### config.mk
export PLATFORM = sky130hd
export DESIGN_NAME = msk_aes_invsr_col_buffer_flat
export DESIGN_NICKNAME = d
export VERILOG_FILES = /design/src/rtl/msk_aes_invsr_col_buffer_if.sv /design/src/rtl/msk_aes_invsr_col_buffer.sv /design/src/flat_wrapper.sv
export SDC_FILE = /design/constraint.sdc
export NUM_CORES = 1
export LEC_CHECK = 0
export CELL_PAD_IN_SITES_DETAIL_PLACEMENT = 1
export CELL_PAD_IN_SITES_GLOBAL_PLACEMENT = 2
export CORE_ASPECT_RATIO = 0.5
export CORE_MARGIN = 4
export CORE_UTILIZATION = 47
export CTS_CLUSTER_SIZE = 14
export DETAILED_ROUTE_END_ITERATION = 16
export PLACE_DENSITY = 0.83
export SYNTH_ARGS = -nofsm -noshare
export SYNTH_HDL_FRONTEND = slang
export SYNTH_SLANG_ARGS = --single-unit
### constraint.sdc
create_clock -name clk -period 14.1 [get_ports clk]
set_clock_uncertainty 0.15 [all_clocks]
set_input_delay 1.41 -clock clk [delete_from_list [all_inputs] [get_ports clk]]
set_output_delay 1.41 -clock clk [all_outputs]
set_load 0.01 [all_outputs]
### src/rtl/msk_aes_invsr_col_buffer_if.sv
// Column handshake bundle for the masked InvShiftRows buffer: d-share input column in, shifted column out.
// Pure wiring; the buffer holds the slave side, the producer/consumer pair holds the master side.
interface msk_aes_invsr_col_buffer_if #(
   parameter int d = 2
);
   logic           flush;
   logic           in_valid;
   logic           in_ready;
   logic [8*d-1:0] in_b0;
   logic [8*d-1:0] in_b1;
   logic [8*d-1:0] in_b2;
   logic [8*d-1:0] in_b3;
   logic           out_valid;
   logic           out_ready;
   logic [8*d-1:0] out_b0;
   logic [8*d-1:0] out_b1;
   logic [8*d-1:0] out_b2;
   logic [8*d-1:0] out_b3;
   logic [1:0]     out_idx;
   logic           out_last;

   modport master (
      output flush, in_valid, in_b0, in_b1, in_b2, in_b3, out_ready,
      input  in_ready, out_valid, out_b0, out_b1, out_b2, out_b3, out_idx, out_last
   );

   modport slave (
      input  flush, in_valid, in_b0, in_b1, in_b2, in_b3, out_ready,
      output in_ready, out_valid, out_b0, out_b1, out_b2, out_b3, out_idx, out_last
   );
endinterface

### src/rtl/msk_aes_invsr_col_buffer.sv
// Masked 4-column state buffer replaying columns with InvShiftRows; first column valid 1 cycle after 4th accept, 8 cycles/state.
// Backpressure: in_ready low while draining, out_ready low freezes the output column; MSK_COLBUF_ZEROIZE_EN wipes idle data.
module msk_aes_invsr_col_buffer #(
   parameter int d = 2
) (
   input  logic clk,
   input  logic rst,
   msk_aes_invsr_col_buffer_if.slave bus
);
   localparam int W = 8*d;
   localparam logic [0:0] FILL  = 1'b0;
   localparam logic [0:0] DRAIN = 1'b1;

   logic [0:0]   state_q, state_d;
   logic [1:0]   wc_q, wc_d;
   logic [1:0]   rc_q, rc_d;
   logic [W-1:0] s_q [4][4];
   logic [W-1:0] s_d [4][4];
   logic [W-1:0] in_b  [4];
   logic [W-1:0] mux_b [4];
   logic [W-1:0] out_mask;
   logic         in_rdy, out_vld, in_acc, out_acc;

   assign in_b[0] = bus.in_b0;
   assign in_b[1] = bus.in_b1;
   assign in_b[2] = bus.in_b2;
   assign in_b[3] = bus.in_b3;

   assign in_rdy  = (state_q == FILL);
   assign out_vld = (state_q == DRAIN);
   assign in_acc  = bus.in_valid & in_rdy & ~bus.flush;
   assign out_acc = out_vld & bus.out_ready & ~bus.flush;

   // Row r of output column rc comes from stored column (rc - r) mod 4.
   always_comb begin
      for (int r = 0; r < 4; r++) begin
         mux_b[r] = s_q[r][rc_q - 2'(r)];
      end
   end

`ifdef MSK_COLBUF_ZEROIZE_EN
   assign out_mask = {W{out_vld}};
`else
   assign out_mask = '1;
`endif

   assign bus.in_ready  = in_rdy;
   assign bus.out_valid = out_vld;
   assign bus.out_b0    = mux_b[0] & out_mask;
   assign bus.out_b1    = mux_b[1] & out_mask;
   assign bus.out_b2    = mux_b[2] & out_mask;
   assign bus.out_b3    = mux_b[3] & out_mask;
   assign bus.out_idx   = rc_q;
   assign bus.out_last  = out_vld & (rc_q == 2'd3);

   always_comb begin
      state_d = state_q;
      wc_d    = wc_q;
      rc_d    = rc_q;
      s_d     = s_q;
      if (bus.flush) begin
         state_d = FILL;
         wc_d    = '0;
         rc_d    = '0;
`ifdef MSK_COLBUF_ZEROIZE_EN
         for (int r = 0; r < 4; r++) begin
            for (int c = 0; c < 4; c++) begin
               s_d[r][c] = '0;
            end
         end
`endif
      end else if (in_acc) begin
         for (int r = 0; r < 4; r++) begin
            s_d[r][wc_q] = in_b[r];
         end
         wc_d = wc_q + 2'd1;
         if (wc_q == 2'd3) begin
            state_d = DRAIN;
         end
      end else if (out_acc) begin
         rc_d = rc_q + 2'd1;
         if (rc_q == 2'd3) begin
            state_d = FILL;
`ifdef MSK_COLBUF_ZEROIZE_EN
            // Final column consumed: every stored share has had its last use.
            for (int r = 0; r < 4; r++) begin
               for (int c = 0; c < 4; c++) begin
                  s_d[r][c] = '0;
               end
            end
`endif
         end
      end
   end

   always_ff @(posedge clk or posedge rst) begin
      if (rst) begin
         state_q <= FILL;
         wc_q    <= '0;
         rc_q    <= '0;
         for (int r = 0; r < 4; r++) begin
            for (int c = 0; c < 4; c++) begin
               s_q[r][c] <= '0;
            end
         end
      end else begin
         state_q <= state_d;
         wc_q    <= wc_d;
         rc_q    <= rc_d;
         for (int r = 0; r < 4; r++) begin
            for (int c = 0; c < 4; c++) begin
               s_q[r][c] <= s_d[r][c];
            end
         end
      end
   end
endmodule

### src/flat_wrapper.sv
// flat-port wrapper written by rule: the top's interface ports become plain ports
module msk_aes_invsr_col_buffer_flat 
#(
   parameter int d = 2
)
  (clk, rst, bus_flush, bus_in_valid, bus_in_b0, bus_in_b1, bus_in_b2, bus_in_b3, bus_out_ready, bus_in_ready, bus_out_valid, bus_out_b0, bus_out_b1, bus_out_b2, bus_out_b3, bus_out_idx, bus_out_last);
  msk_aes_invsr_col_buffer_if #(.d(d)) bus_i ();
  input  logic clk;
  input  logic rst;
  input wire logic [$bits(bus_i.flush)-1:0] bus_flush;
  input wire logic [$bits(bus_i.in_valid)-1:0] bus_in_valid;
  input wire logic [$bits(bus_i.in_b0)-1:0] bus_in_b0;
  input wire logic [$bits(bus_i.in_b1)-1:0] bus_in_b1;
  input wire logic [$bits(bus_i.in_b2)-1:0] bus_in_b2;
  input wire logic [$bits(bus_i.in_b3)-1:0] bus_in_b3;
  input wire logic [$bits(bus_i.out_ready)-1:0] bus_out_ready;
  output wire logic [$bits(bus_i.in_ready)-1:0] bus_in_ready;
  output wire logic [$bits(bus_i.out_valid)-1:0] bus_out_valid;
  output wire logic [$bits(bus_i.out_b0)-1:0] bus_out_b0;
  output wire logic [$bits(bus_i.out_b1)-1:0] bus_out_b1;
  output wire logic [$bits(bus_i.out_b2)-1:0] bus_out_b2;
  output wire logic [$bits(bus_i.out_b3)-1:0] bus_out_b3;
  output wire logic [$bits(bus_i.out_idx)-1:0] bus_out_idx;
  output wire logic [$bits(bus_i.out_last)-1:0] bus_out_last;
  assign bus_i.flush = bus_flush;
  assign bus_i.in_valid = bus_in_valid;
  assign bus_i.in_b0 = bus_in_b0;
  assign bus_i.in_b1 = bus_in_b1;
  assign bus_i.in_b2 = bus_in_b2;
  assign bus_i.in_b3 = bus_in_b3;
  assign bus_i.out_ready = bus_out_ready;
  assign bus_in_ready = bus_i.in_ready;
  assign bus_out_valid = bus_i.out_valid;
  assign bus_out_b0 = bus_i.out_b0;
  assign bus_out_b1 = bus_i.out_b1;
  assign bus_out_b2 = bus_i.out_b2;
  assign bus_out_b3 = bus_i.out_b3;
  assign bus_out_idx = bus_i.out_idx;
  assign bus_out_last = bus_i.out_last;
  msk_aes_invsr_col_buffer #(.d(d)) u_core (.clk(clk), .rst(rst), .bus(bus_i));
endmodule
==> results.sh <==
export IMPL_rows=42
export IMPL_grt_util_all_layers_pct=18.80
export IMPL_cts_buffer_count=25
export IMPL_drt_pre_antenna_iters=4
export IMPL_core_area_um2=26430
export IMPL_cpPeakStageDelay_ns=0.99
export IMPL_pre_cts_slack_ns=9.539
export IMPL_die_outline_height_um=123.8
export IMPL_placed_cell_area_um2=13880
export IMPL_maxSlewViolCount=0
export IMPL_post_route_period_util_pct=35.49
export IMPL_max_slew_margin_rel_pct=34.00
export IMPL_postRouteWirelength_mm=27.47
export IMPL_fin_setup_tns_ns=0
export IMPL_vdd_ir_drop_max_mv=0.07571
export IMPL_hold_path_class="flop to flop"
export IMPL_yosysMostFrequentCell="dfrtp_1"
export IMPL_post_cts_resized=0
export IMPL_synth_ff_type="dfrtp_1"
export IMPL_die_span_in_x_um=239.6
export IMPL_route_detailed_vias_per_inst=5.404
export IMPL_time_the_final_worst_path_needs_with_i_o_delays_and_setup_ns=5.004
export IMPL_ys_async_sr_fraction_pct=100.0
export IMPL_cts_htree_levels=1
export IMPL_multiInputGateArea_um2=5438
export IMPL_grt_first_pass_wirelength_mm=43.53
export IMPL_crit_path_cell_trace="ha_2 -> mux4_2 -> clkdlybuf4s50_1"
export IMPL_critical_path_top_delay_family="flip-flops"
export IMPL_grt_antenna_before_repair=4
export IMPL_cts_sinks=261
export IMPL_worstRegToRegCells=5
export IMPL_outcome="finished, final reports clean"
export IMPL_globalRoute_totalOverflow=0
export IMPL_dpl_hpwl_mm=16.64
export IMPL_ys_seq_area_share_pct=51.80
export IMPL_timing_final_setup_violations=0
export IMPL_worstPathArrival_ns=3.44
export IMPL_yosys_top_cells_area="dfrtp_1 52%, mux2_4 29%, mux4_2 11%"
export IMPL_hold_path_depth=1
export IMPL_critical_path_required_ns=12.54
export IMPL_post_synth_instance_area_um2=12610
export IMPL_start_util_pct=47.70
export IMPL_finalWeightedCongestion=0.7483
export IMPL_clock_fmax_mhz=199.8
export IMPL_hold_path_end="u_core.s_q[13]$_DFFE_PP0P_"
export IMPL_design_portCount=138
export IMPL_worst_skew_pair_late_latency_ns=0.52
export IMPL_tritoncts="built"
export IMPL_post_cts_hold_buffer_count=0
export IMPL_worstMarginPinSlew_ns=0.9899
export IMPL_postSynthAreaPerCell_um2=19.34
export IMPL_vias=6242
export IMPL_postLayoutSetupSlackWorst_ns=9.096
export IMPL_ys_top_cells_by_count="261 x dfrtp_1, 240 x mux2_4, 64 x mux4_2, 27 x buf_12, 16 x mux2_1"
export IMPL_drive_above_1_share_pct=45.56
export IMPL_crit_slowest_cell="dfrtp_4"
export IMPL_regToRegSetupSlack_ns=11.34
export IMPL_fin_cells=1155
export IMPL_post_syn_nets=726
export IMPL_drv_cap=0
export IMPL_grt_setup_unrepaired="false"
export IMPL_class_of_the_most_critical_setup_path="flop to output pin"
export IMPL_detail_route_wl_per_cell_um=23.79
export IMPL_critPathBufInv=1
export IMPL_die_area_um2=29670
export IMPL_ys_ff_latch=261
export IMPL_synth_distinct_cells=24
export IMPL_drt_first_iter_violations=354
export IMPL_crit_path_max_fanout=42
export IMPL_power_leakage_uw=0.006390
export IMPL_worstSetupEndpointType="output pin"
export IMPL_r2r_start="u_core.wc_q[0]$_DFFE_PP0P_"
export IMPL_postRouteAntennaNets=0
export IMPL_cellPowerDensity_nw_per_um2=167.7
export IMPL_synth_edff_count=0
export IMPL_critical_path_reg2reg_endpoint="u_core.s_q[30]$_DFFE_PP0P_"
export IMPL_postCtsSetupBuffers=0
export IMPL_postSynthCellCount=652
export IMPL_regArea_um2=6536
export IMPL_worstHoldStart="u_core.s_q[13]$_DFFE_PP0P_"
export IMPL_postLayoutCellArea_um2=14710
export IMPL_area_growth_syn_to_layout_pct=16.62
export IMPL_yosysTopAreaCellShare_pct=51.80
export IMPL_grt_max_degree=121
export IMPL_critical_path_startpoint_type="flop"
export IMPL_fin_worst_hold_slack_ns=0.3326
export IMPL_design_final_nets=856
export IMPL_drc_errors=0
export IMPL_clkSlewWorstSetupHoldPaths_ns=0.06
export IMPL_yosys_area_top_type="dfrtp_1"
export IMPL_grt_pass1_vias=7238
export IMPL_synthesis_yosys_warnings=0
export IMPL_total_placed_cells_including_tap_cells=1107
export IMPL_clk_path_buf_depth=3
export IMPL_cts_root_buf="clkbuf_16"
export IMPL_finalHoldViolCount=0
export IMPL_fillers=2358
export IMPL_io_buffer_count=137
==> registers in the layout, indices dropped and copies added (netlist names) <==
signal and count:
u_core.s_q 256, u_core.bus.out_idx 2, u_core.wc_q 2, u_core.bus.out_valid 1
==> metrics by stage <==
stage               util, %  total power [uW]
floorplan                 -              1554
finish                55.63              2466
global placement      52.49              1765
global route          55.63              2590
detailed placement    52.49              1794
CTS                   55.60              2492
==> power by group <==
part | switching, uW | internal [uW]
Sequential | 136 | 979
Clock | 289 | 393
Combinational | 192 | 478
Total | 617 | 1850
==> cells in the final DEF, fill, tap and decap left out, types with 2 or more instances in the layout <==
master           Yosys  final
nand2_1              2      2
mux2_4             240    240
clkinv_2             0      8
clkdlybuf4s50_1      0    137
diode_2              0      4
clkbuf_1             4      3
buf_4                5      9
inv_1                4      3
and3_4               3      3
mux2_1              16     16
clkbuf_16            0     25
a21oi_1              2      2
nor2_1               3      3
ha_1                 5      4
mux4_2              64     64
dfrtp_1            261    259
clkbuf_8             0      6
bufinv_16            0      2
==> layout make-up <==
class | instances | share of cell area, %
repair buffers | 146 | 9.785
inverters | 4 | 0.1532
multi-input cells | 344 | 36.98
clock inverters | 10 | 0.6807
flip-flops and latches | 261 | 44.45
diodes | 4 | 0.06807
clock buffers | 34 | 4.892
well taps | 352 | 2.995
==> how the worst max path moves through the flow <==
stage	start	cells after the start	slack, ns	endpoint
floorplan	rst	1	5.36	u_core.bus.out_idx[0]$_DFFE_PP0P_
detailed placement	u_core.bus.out_idx[0]$_DFFE_PP0P_	3	9.54	bus_out_b1[15]
CTS	u_core.bus.out_idx[0]$_DFFE_PP0P_	3	8.97	bus_out_b3[0]
global placement	u_core.bus.out_idx[0]$_DFFE_PP0P_	3	9.56	bus_out_b1[15]
finish	u_core.bus.out_idx[0]$_DFFE_PP0P_	3	9.10	bus_out_b3[0]
global route	u_core.bus.out_idx[0]$_DFFE_PP0P_	3	8.84	bus_out_b1[15]
==> per-layer routing <==
layer  global-route usage, %  wire [um]  vias up
li1                        -          -     2680
met1                   25.86      12520     3449
met2                   32.07      13700       77
met3                   3.252        757       36
met4                   3.731        493        0
met5                       0          0        -
==> cell families after synthesis <==
logic type	after synthesis	share of synthesized area, %
muxes	321	41.52
DFF	261	51.80
buffers and inverters	47	5.150
and+or+nand+nor	13	0.7640
adders and majority gates	5	0.4961
AOI/OAI and AO/OA	3	0.1389
xor gates and xnor gates	2	0.1389
==> worst register-to-register path: cells and delay by family, from the launching register on <==
kind | cells | cell delay, ns
adder cells (fa/ha/maj) | 1 | 0.17
flip-flops | 1 | 0.40
multiplexers | 1 | 0.40
AND/OR/NAND/NOR | 1 | 0.70
buffers and inverters | 2 | 0.82
No activity file was read; power rests on OpenSTA's default activity.
